## src/rtl/cons.sv

```systemverilog
// cons: consumer stage buffering the producer's val/data stream in a show-ahead FIFO
// with a valid/ready output, a running byte sum and a saturating overflow-drop counter.
`default_nettype none

module cons #(
  parameter int DW    = 8,
  parameter int DEPTH = 8,
  parameter int AW    = 3,
  parameter int SW    = 16
) (
  input  logic          clk,
  input  logic          rst,
  input  logic          val,
  input  logic [DW-1:0] data,
  input  logic          out_rdy,
  output logic          out_val,
  output logic [DW-1:0] out_data,
  output logic          full,
  output logic          empty,
  output logic [AW:0]   count,
  output logic [7:0]    drop_cnt,
  output logic [SW-1:0] sum
);

  localparam logic [AW:0] c_depth = DEPTH[AW:0];

  logic [DW-1:0] r_mem [DEPTH];
  logic [AW-1:0] r_wr_ptr;
  logic [AW-1:0] r_rd_ptr;
  logic [AW:0]   r_count;
  logic [7:0]    r_drop_cnt;
  logic [SW-1:0] r_sum;

  logic w_pop;
  logic w_push;
  logic w_drop;

  assign empty    = (r_count == '0);
  assign full     = (r_count == c_depth);
  assign out_val  = !empty;
  assign out_data = empty ? '0 : r_mem[r_rd_ptr];
  assign count    = r_count;
  assign drop_cnt = r_drop_cnt;
  assign sum      = r_sum;

  // A pop in the same cycle frees a slot, so a full FIFO can still accept.
  assign w_pop  = out_val & out_rdy;
  assign w_push = val & (!full | w_pop);
  assign w_drop = val & full & !w_pop;

  // Storage is intentionally left unreset; only the pointers define validity.
  always_ff @(posedge clk) begin
    if (w_push) begin
      r_mem[r_wr_ptr] <= data;
    end
  end

  always_ff @(posedge clk or posedge rst) begin
    if (rst) begin
      r_wr_ptr   <= '0;
      r_rd_ptr   <= '0;
      r_count    <= '0;
      r_drop_cnt <= '0;
      r_sum      <= '0;
    end else begin
      if (w_push) begin
        r_wr_ptr <= r_wr_ptr + AW'(1);
        r_sum    <= r_sum + SW'(data);
      end
      if (w_pop) begin
        r_rd_ptr <= r_rd_ptr + AW'(1);
      end
      if (w_push && !w_pop) begin
        r_count <= r_count + (AW+1)'(1);
      end else if (w_pop && !w_push) begin
        r_count <= r_count - (AW+1)'(1);
      end
      if (w_drop && (r_drop_cnt != 8'hff)) begin
        r_drop_cnt <= r_drop_cnt + 8'd1;
      end
    end
  end

endmodule

`default_nettype wire

```

## config.mk

```make
export PLATFORM = sky130hd
export DESIGN_NAME = cons
export DESIGN_NICKNAME = d
export VERILOG_FILES = /design/src/rtl/cons.sv
export SDC_FILE = /design/constraint.sdc
export NUM_CORES = 1
export LEC_CHECK = 0
export BUFFER_PORTS_ARGS = -buffer_cell sky130_fd_sc_hd__buf_2
export CORE_ASPECT_RATIO = 0.8
export CORE_MARGIN = 1.5
export CORE_UTILIZATION = 35
export CTS_CLUSTER_DIAMETER = 40
export DETAILED_ROUTE_END_ITERATION = 8
export GPL_TIMING_DRIVEN = 0
export PLACE_DENSITY = 0.52
export SKIP_CTS_REPAIR_TIMING = 1
export SLEW_MARGIN = 40
export SYNTH_ARGS = -nofsm -noshare
export SYNTH_HDL_FRONTEND = slang
export SYNTH_SLANG_ARGS = --single-unit
```

## constraint.sdc

```tcl
create_clock -name clk -period 6.5 [get_ports clk]
set_clock_uncertainty 0.2 [all_clocks]
set_input_delay 0.65 -clock clk [delete_from_list [all_inputs] [get_ports clk]]
set_output_delay 0.65 -clock clk [all_outputs]
set_load 0.01 [all_outputs]
```

==> flow_summary.yaml <==
pwr:
  leakage_nw: 2.09
  p_sw_share_pct: 34.7
  peakVddDrop_uv: 165
  power_switching_mw: 0.818
  p_seq_share_pct: 38.7
  power.internal_mw: 1.54
  powerDensity_nw_per_um2: 457
  comb_power_share_pct: 36.3
  p_clk_share_pct: 25.0
detailed_routing:
  drc: 0
  wl_mm: 8.64
  vias_per_cell: 4.95
  drtPass1Iterations: 4
  drtIter0Drc: 136
  ant_nets: 0
  wl_per_cell_um: 17.1
  vias: 2507
finish:
  post-route-util_pct: 42.5
  nets: 377
  antenna_cells: 0
  syn2layout_area_growth_pct: 19.5
  final_layout_size_suffix_gt1_share_pct: 29.9
run_status:
  outcome: "finished, final reports clean"
yosys:
  synth-compound-area-share_pct: 4.15
  synth_top_area_share_pct: 44.6
  yosys.area_share.adder_pct: 4.99
  yosys_most_used_dff: "edfxtp_1"
  mappedNetlistArea_um2: 4310
  synthesis.nets: 312
  synthMuxAreaShare_pct: 11.0
  ys_ff_latch: 98
  async_reset_ff_share_pct: 34.7
  synth-edff-count: 64
  synth_xor_area_share_pct: 5.69
  yosys-top-cells-area: "edfxtp_1 (45%), dfrtp_1 (20%), mux4_2 (8.4%)"
  yosys_warnings: 0
  synthSimpleGateAreaFrac_pct: 8.50
  synth_top_cell_by_area: "edfxtp_1"
  syn_area_per_cell_um2: 15.2
  synth_top_family_by_area: "multiplexers"
  syn_inst: 284
  synth_cell_types: 45
  seq_area_frac_synth_pct: 64.3
timing:
  period_needed_ps: 3380
  tns_ps: 0
  worstMarginPinSlew_ps: 800
  drv_slew: 0
  rsz0062_at_grt: "false"
  max_freq_ghz: 0.296
  min_period_over_period_pct: 52.1
  slew_headroom_pct: 46.7
  worst_slack_ps: 3120
  hold_viol: 0
  setup_viol: 0
setup_path:
  startpoint_type: "flip-flop"
  worst_r2r_startpoint: "count[0]"
  critical_path.endpoint: "out_data[6]"
  worstPathRequired_ps: 5650
  crit_fanout: 10
  crit_type: "flip-flop to output pin"
  r2r_end: "count[3]"
  cp-end-kind: "output pin"
  worst_r2r_path_depth: 11
  critPathLaunch: "r_rd_ptr[1]"
  ff2ff_setup_slack_ps: 3500
  worstPathArrival_ps: 2530
global_route:
  first_global_vias: 2454
  grt_pass1_wl_mm: 13.5
  grt_max_degree: 35
  overflow: 0
  antenna_found_initial: 0
  grtUsageTotal_pct: 14.1
floorplan:
  floorplan.initialDensity_pct: 35.6
  die_x_um: 127
  num_rows: 36
  io_pins: 51
  core_area_um2: 12100
  die_h_um: 102
  dieArea_um2: 13000
clocking:
  clk_latency_ps: 340
  htreeDepth: 3
  root_buffer: "clkbuf_16"
  cts_sinks: 98
  numCtsBuffers: 9
  tritoncts: "done"
  path_clk_slew_ps: 70
  clk_path_buf_depth: 2
placement:
  numPortBuffers: 50
  place.gp.congestion: 0.776
  pre_cts_ws_ps: 3290
  dp.final_hpwl_mm: 6.05
min_path:
  min_path_type: "primary input to async pin"
flow_run:
  cap_violations: 0
cell type report:
type,count,area (um^2)
multi-input combinational,171,1520
clock inverter,7,110
fill,1105,6960
clock buffer,9,225
timing repair buffer,54,275
tap,152,190
buffer,8,32.5
sequential,98,2770
inverter,7,28.8
worst min path at each step:
stage | to | startpoint | depth (start not counted)
floorplan | sum[15] | sum[15] | 1
global placement | sum[15] | sum[15] | 1
detailed placement | sum[15] | sum[15] | 1
CTS | sum[15] | rst | 2
global route | sum[15] | rst | 2
finish | sum[15] | rst | 2
synth_stat cells (2+ instances only):
master and instances:
edfxtp_1 64, buf_2 2, a21o_1 4, inv_1 4
dfrtp_1 34, nor3_1 6, xor2_1 15, mux2i_1 8
mux2_1 2, mux4_2 16, o21ai_0 9, buf_1 2
clkbuf_1 4, xnor2_1 13, nor4_1 4, and3_1 5
nand2_1 27, a21oi_1 5, nor2_1 13, nand4_1 3
nand2b_1 2, nor3b_1 2, fa_1 2, ha_1 14
nand3_1 3, o211ai_1 2
power groups by stage:
stage,sequential [mW],combinational (mW),clock [mW]
global placement,0.917,0.844,0
detailed placement,0.924,0.867,0
global route,0.932,0.961,0.626
CTS,0.911,0.872,0.602
finish,0.912,0.857,0.589
floorplan,0.927,0.567,0
registers in the layout, indices dropped and copies added (netlist names):
name	count
count	4
drop_cnt	8
r_mem	64
r_rd_ptr	3
r_wr_ptr	3
sum	16
layer usage:
layer | vias up | GRT usage (%) | part of all wire, %
li1 | 1209 | - | -
met1 | 1244 | 20.0 | 49
met2 | 41 | 22.1 | 46
met3 | 13 | 2.51 | 3.4
met4 | 0 | 4.72 | 1.5
met5 | - | 0 | 0
worst max-delay path, cell delays in order (launching register included):
cell      delay (ps)
dfrtp_1          340
buf_1            470
clkbuf_1         560
mux4_2           420
mux2i_1          200
nor2_1            60
buf_2            140
metrics by stage:
| step | cells | area [um^2] | total power [mW] | hold slack [ps] |
|---|---|---|---|---|
| global route | 506 | 5150 | 2.52 | 224 |
| floorplan | 284 | 4310 | 1.49 | 304 |
| detailed placement | 490 | 4810 | 1.79 | 257 |
| CTS | 506 | 5150 | 2.39 | 267 |
| finish | 506 | 5150 | 2.36 | 159 |
| global placement | 486 | 4750 | 1.76 | 253 |
cells in the final DEF (no fill, tap or decap), types with 4 or more instances in the layout:
cell,netlist,routed
nand2_1,27,27
clkbuf_16,0,9
a21oi_1,5,5
buf_2,2,54
xnor2_1,13,13
nor2_1,13,10
dfrtp_1,34,34
xor2_1,15,15
ha_1,14,14
mux2i_1,8,8
o21ai_0,9,9
nor2_2,1,4
edfxtp_1,64,64
mux4_2,16,16
clkbuf_1,4,4
a21o_1,4,4
and3_1,5,5
kinds of logic after synthesis:
logic type / Yosys count
XOR/XNOR: 28
buffers and inverters: 15
AO/OA/AOI/OAI: 28
adder cells (fa/ha/maj): 16
flip-flops: 98
AND/OR/NAND/NOR: 72
multiplexers: 27
No activity file was read; power rests on OpenSTA's default activity.
